[config.mk]
export PLATFORM = sky130hd
export DESIGN_NAME = change_monitor
export DESIGN_NICKNAME = d
export VERILOG_FILES = /design/src/rtl/change_monitor.sv
export SDC_FILE = /design/constraint.sdc
export NUM_CORES = 1
export LEC_CHECK = 0
export ABC_AREA = 1
export CAP_MARGIN = 20
export CORE_UTILIZATION = 39
export CTS_CLUSTER_DIAMETER = 80
export DETAILED_ROUTE_END_ITERATION = 8
export GPL_TIMING_DRIVEN = 1
export PLACE_DENSITY_LB_ADDON = 0.05
export SYNTH_ARGS = -nofsm -noshare
export SYNTH_HDL_FRONTEND = slang
export SYNTH_SLANG_ARGS = --single-unit
[constraint.sdc]
create_clock -name clk -period 10.8 [get_ports clk]
set_clock_uncertainty 0.1 [all_clocks]
set_input_delay 1.62 -clock clk [delete_from_list [all_inputs] [get_ports clk]]
set_output_delay 1.62 -clock clk [all_outputs]
set_load 0.02 [all_outputs]
[src/rtl/change_monitor.sv]
// Change monitor: watches channels for value changes and queues timestamped
// snapshots into a first-word-fall-through event FIFO with drop accounting.
module change_monitor #(
   parameter int WIDTH    = 32,
   parameter int CHANNELS = 2,
   parameter int DEPTH    = 8,
   parameter int TS_WIDTH = 16
) (
   input  logic                         clk,
   input  logic                         rst_n,
   input  logic [CHANNELS*WIDTH-1:0]    ch_in,
   input  logic [CHANNELS-1:0]          ch_en,
   input  logic                         ev_ready,
   input  logic                         ovf_clr,
   output logic                         ev_valid,
   output logic [CHANNELS-1:0]          ev_mask,
   output logic [CHANNELS*WIDTH-1:0]    ev_data,
   output logic [TS_WIDTH-1:0]          ev_time,
   output logic                         overflow,
   output logic [7:0]                   drop_cnt,
   output logic [$clog2(DEPTH):0]       level
);

   localparam int AW = $clog2(DEPTH);
   localparam int DW = CHANNELS * WIDTH;
   localparam int RW = TS_WIDTH + CHANNELS + DW;
   localparam logic [AW:0]         FULL_LVL = DEPTH[AW:0];
   localparam logic [AW:0]         LVL_ONE  = 1;
   localparam logic [AW-1:0]       PTR_ONE  = 1;
   localparam logic [TS_WIDTH-1:0] TS_ONE   = 1;

   logic [TS_WIDTH-1:0] ts_q, ts_d;
   logic [DW-1:0]       prev_q, prev_d;
   logic                prime_q, prime_d;
   logic [AW-1:0]       wr_ptr_q, wr_ptr_d;
   logic [AW-1:0]       rd_ptr_q, rd_ptr_d;
   logic [AW:0]         level_q, level_d;
   logic                ovf_q, ovf_d;
   logic [7:0]          drop_q, drop_d;
   logic [RW-1:0]       mem_q [DEPTH];

   logic [CHANNELS-1:0] diff;
   logic [RW-1:0]       head;
   logic                push, pop, full, wr_en, drop;

   always_comb begin
      diff = '0;
      for (int k = 0; k < CHANNELS; k++) begin
         diff[k] = ch_en[k] &&
                   (ch_in[k*WIDTH +: WIDTH] != prev_q[k*WIDTH +: WIDTH]);
      end
      push  = !prime_q && (diff != '0);
      pop   = ev_valid && ev_ready;
      full  = (level_q == FULL_LVL);
      wr_en = push && (!full || pop);
      drop  = push && full && !pop;
   end

   always_comb begin
      ts_d     = ts_q + TS_ONE;
      prev_d   = ch_in;
      prime_d  = 1'b0;
      wr_ptr_d = wr_en ? wr_ptr_q + PTR_ONE : wr_ptr_q;
      rd_ptr_d = pop ? rd_ptr_q + PTR_ONE : rd_ptr_q;
      level_d  = level_q;
      unique case ({wr_en, pop})
         2'b10:   level_d = level_q + LVL_ONE;
         2'b01:   level_d = level_q - LVL_ONE;
         default: level_d = level_q;
      endcase
      ovf_d  = ovf_q;
      drop_d = drop_q;
      // A drop in the same cycle as a clear restarts the count at one.
      if (drop) begin
         ovf_d = 1'b1;
         if (ovf_clr)
            drop_d = 8'd1;
         else if (drop_q != 8'hFF)
            drop_d = drop_q + 8'd1;
      end else if (ovf_clr) begin
         ovf_d  = 1'b0;
         drop_d = 8'd0;
      end
   end

   always_ff @(posedge clk or negedge rst_n) begin
      if (!rst_n) begin
         ts_q     <= '0;
         prev_q   <= '0;
         prime_q  <= 1'b1;
         wr_ptr_q <= '0;
         rd_ptr_q <= '0;
         level_q  <= '0;
         ovf_q    <= 1'b0;
         drop_q   <= 8'd0;
      end else begin
         ts_q     <= ts_d;
         prev_q   <= prev_d;
         prime_q  <= prime_d;
         wr_ptr_q <= wr_ptr_d;
         rd_ptr_q <= rd_ptr_d;
         level_q  <= level_d;
         ovf_q    <= ovf_d;
         drop_q   <= drop_d;
      end
   end

   // Storage is not reset; the head is masked whenever the FIFO is empty.
   always_ff @(posedge clk) begin
      if (wr_en)
         mem_q[wr_ptr_q] <= {ts_q, diff, ch_in};
   end

   assign ev_valid = (level_q != '0);
   assign head     = ev_valid ? mem_q[rd_ptr_q] : '0;
   assign {ev_time, ev_mask, ev_data} = head;
   assign overflow = ovf_q;
   assign drop_cnt = drop_q;
   assign level    = level_q;

endmodule

==> results.tsv <==
stage	metric	value	unit
run_status	status	finished, final reports clean	
routing	antenna_left	0	
timing	finalSetupTns	0	ps
cts	clock_path_buffers	3	
critical_path	r2r-start	prev_q[59]	
grt	antenna_found_initial	4	
finish	fillers	6677	
critical_path	worst_path_largest_cell_delay	830	ps
synthesis	async_flop_share	13.2	%
die	die_area	77100	sq um
die	rows	100	
critical_path	cp-startpoint	rd_ptr_q[0]	
die	start_util	39.6	%
power_and_ir_drop	cellPowerDensity	281	nW/um^2
cts	htree_levels	3	
die	die_y	278	um
synthesis	yosys_warnings	0	
cts	cts_hold_buf	0	
die	die_x	278	um
worst_hold_path	min_from	overflow	
synthesis	synth_cell_types	40	
routing	vias_per_cell	5.21	
cts	cts_tree	yes	
placed_design	gp_congestion	0.718	
die	io_pins	166	
critical_path	r2r_setup_slack	6730	ps
cts	root_buffer	clkbuf_16	
timing	finalMaxSlewViolations	0	
cts	postCtsResizedCells	0	
synthesis	syn_area	29700	sq um
grt	use_met3	3.01	%
grt	top_usage_layer	met2	
synthesis	synth.area.top_cells	edfxtp_1 (66%), dfrtp_1 (8.4%), nor2_1 (6.8%)	
routing	wire_per_inst	21.4	um
timing	finalSetupViolations	0	
timing	tightest_slew	1130	ps
timing	slew_headroom	24.4	%
routing	vias	18200	
grt	grt_max_degree	181	
finish	final_nets	2541	
placed_design	dp_hpwl	37.1	mm
synthesis	synth_edf_count	656	
run	drv_cap	0	
grt	grt_pass1_wl	114	mm
placed_design	port_buffers	165	
timing	postLayoutSetupSlackWorst	4480	ps
placed_design	place_ws	4620	ps
routing	wl	75.0	mm
critical_path	cp-start-kind	flip-flop	
timing	rsz0062_at_grt	false	
finish	drive_gt1_share	7.15	%
grt	grt-ovfl-total	0	
cts	numCtsBuffers	83	
synthesis	yosysSeqAreaShare	74.9	%
die	coreArea	74800	sq um
synthesis	yosys.area.top_type	edfxtp_1	
worst_hold_path	min_path_type	reg2reg	
synthesis	synth_top_area_share	66.4	%
grt	grt_util_met1	26.1	%
grt	grt_pass1_vias	18400	
cts	cts_sinks	756	
critical_path	worst-path-max-fanout	170	
timing	finalHoldViolations	0	
synthesis	synth_cells	2323	
timing	final.period_utilization	58.6	%
cts	cts.reportedPaths.clkPinSlew	60	ps
synthesis	syn-num-nets	2401	
critical_path	required	9080	ps
critical_path	end_kind	primary output	
synthesis	yosys_register_bits	756	
critical_path	arrival	4600	ps
routing	drt_iter0_drc	970	
power_and_ir_drop	leakage	0.0119	uW
timing	fin_crit	6320	ps
cts	cts_setup_buffers	0	
cts	worstSkewPairLatency	610	ps
synthesis	synth_top_flop_cell	edfxtp_1	
timing	fmax	0.158	GHz
critical_path	critPathSlowestCell	inv_8	
grt	use_met2	32.9	%
finish	area_growth	17.9	%
routing	drc	0	
synthesis	avgSynthCellArea	12.8	sq um
routing	dr.pass1.iters	5	
critical_path	path_cells	inv_8 -> buf_12 -> o21ai_0 -> o22ai_1 -> o21ai_1 -> a31oi_1 -> clkdlybuf4s50_1	
critical_path	crit_type	reg2out	
power_and_ir_drop	vdd_ir_drop_max	0.269	mV
grt	grt_use_total	19.5	%
-- synth_stat cells (3+ instances only) --
master,count
nand3_1,16
a31oi_1,82
nand2_1,135
inv_2,6
o22ai_1,82
nand3_2,5
buf_4,3
buf_2,42
buf_1,7
o21ai_1,153
o21ai_0,261
xor2_1,17
clkbuf_1,84
inv_1,57
edfxtp_1,656
nor2_1,534
dfrtp_1,99
xnor2_1,50
ha_1,7
-- layout make-up --
cell class | instances | area (sq um) | area share [%]
inverter | 65 | 264 | 0.755
clock buffer | 119 | 2410 | 6.89
clock inverter | 34 | 259 | 0.741
tap | 969 | 1210 | 3.47
antenna | 1 | 2.50 | 0.00716
timing repair buffer | 191 | 1900 | 5.44
sequential | 756 | 22200 | 63.6
multi-input combinational | 1366 | 6690 | 19.1
-- cells in the final DEF (no fill, tap or decap), types with 21 or more instances in the layout --
master / instances
edfxtp_1: 656
nor2_1: 526
o21ai_0: 261
clkdlybuf4s50_1: 164
o21ai_1: 153
nand2_1: 135
dfrtp_1: 97
clkbuf_16: 87
o22ai_1: 82
a31oi_1: 82
inv_1: 57
xnor2_1: 50
buf_4: 23
clkbuf_1: 21
-- logic make-up after synthesis --
group	after synthesis	share of synthesized area, %
and+or+nand+nor	708	9.44
xor gates and xnor gates	68	2.03
DFF	756	74.9
buffers and inverters	201	2.76
AOI/OAI and AO/OA	581	10.5
other	1	0.0126
adders and majority gates	8	0.363
-- flip-flops by register name, indices dropped and copies added (netlist names) --
| register | flops |
|---|---|
| prev_q | 64 |
| level | 4 |
| prime_q | 1 |
| drop_cnt | 8 |
| ts_q | 16 |
| wr_ptr_q | 3 |
| mem_q | 656 |
| rd_ptr_q | 3 |
| overflow | 1 |
-- metrics by stage --
stage	total power [uW]	util (%)	area (sq um)	instances	hold slack (ps)
floorplan	5740	-	29700	2323	382
global placement	7160	43.1	32300	3346	380
detailed placement	7180	43.1	32300	3346	376
CTS	9960	46.7	34900	3499	396
global route	10400	46.7	34900	3501	415
finish	9810	46.7	34900	3501	390
-- worst paths after layout --
check                                to  cells past startpoint
hold reg to reg                overflow                      2
min in group asynchronous    prev_q[22]                      1
setup reg to reg           mem_q[6][40]                     15
max in group asynchronous   rd_ptr_q[0]                      2
hold / removal                 overflow                      2
setup / recovery            ev_time[15]                      7
-- report_power, final --
| part | internal, uW | leakage, uW | switching [uW] |
|---|---|---|---|
| combinational | 1180 | 0.00344 | 2220 |
| clock | 1640 | 0.00132 | 1110 |
| sequential | 3480 | 0.00709 | 172 |
| total | 6300 | 0.0119 | 3510 |
-- critical path, delay by kind of cell, from the launching register on --
family	cells	cell delay [ps]
flip-flops	1	820
AO/OA/AOI/OAI	4	900
buffers and inverters	3	2220
-- routing by layer --
metal	wire (um)	vias to the layer above	part of all wire, %
met2	36600	315	49
met1	34100	9188	46
met4	1400	6	1.9
met3	2810	106	3.7
li1	-	8617	-
met5	36	-	0.048
(Power assumes the default switching activity.)
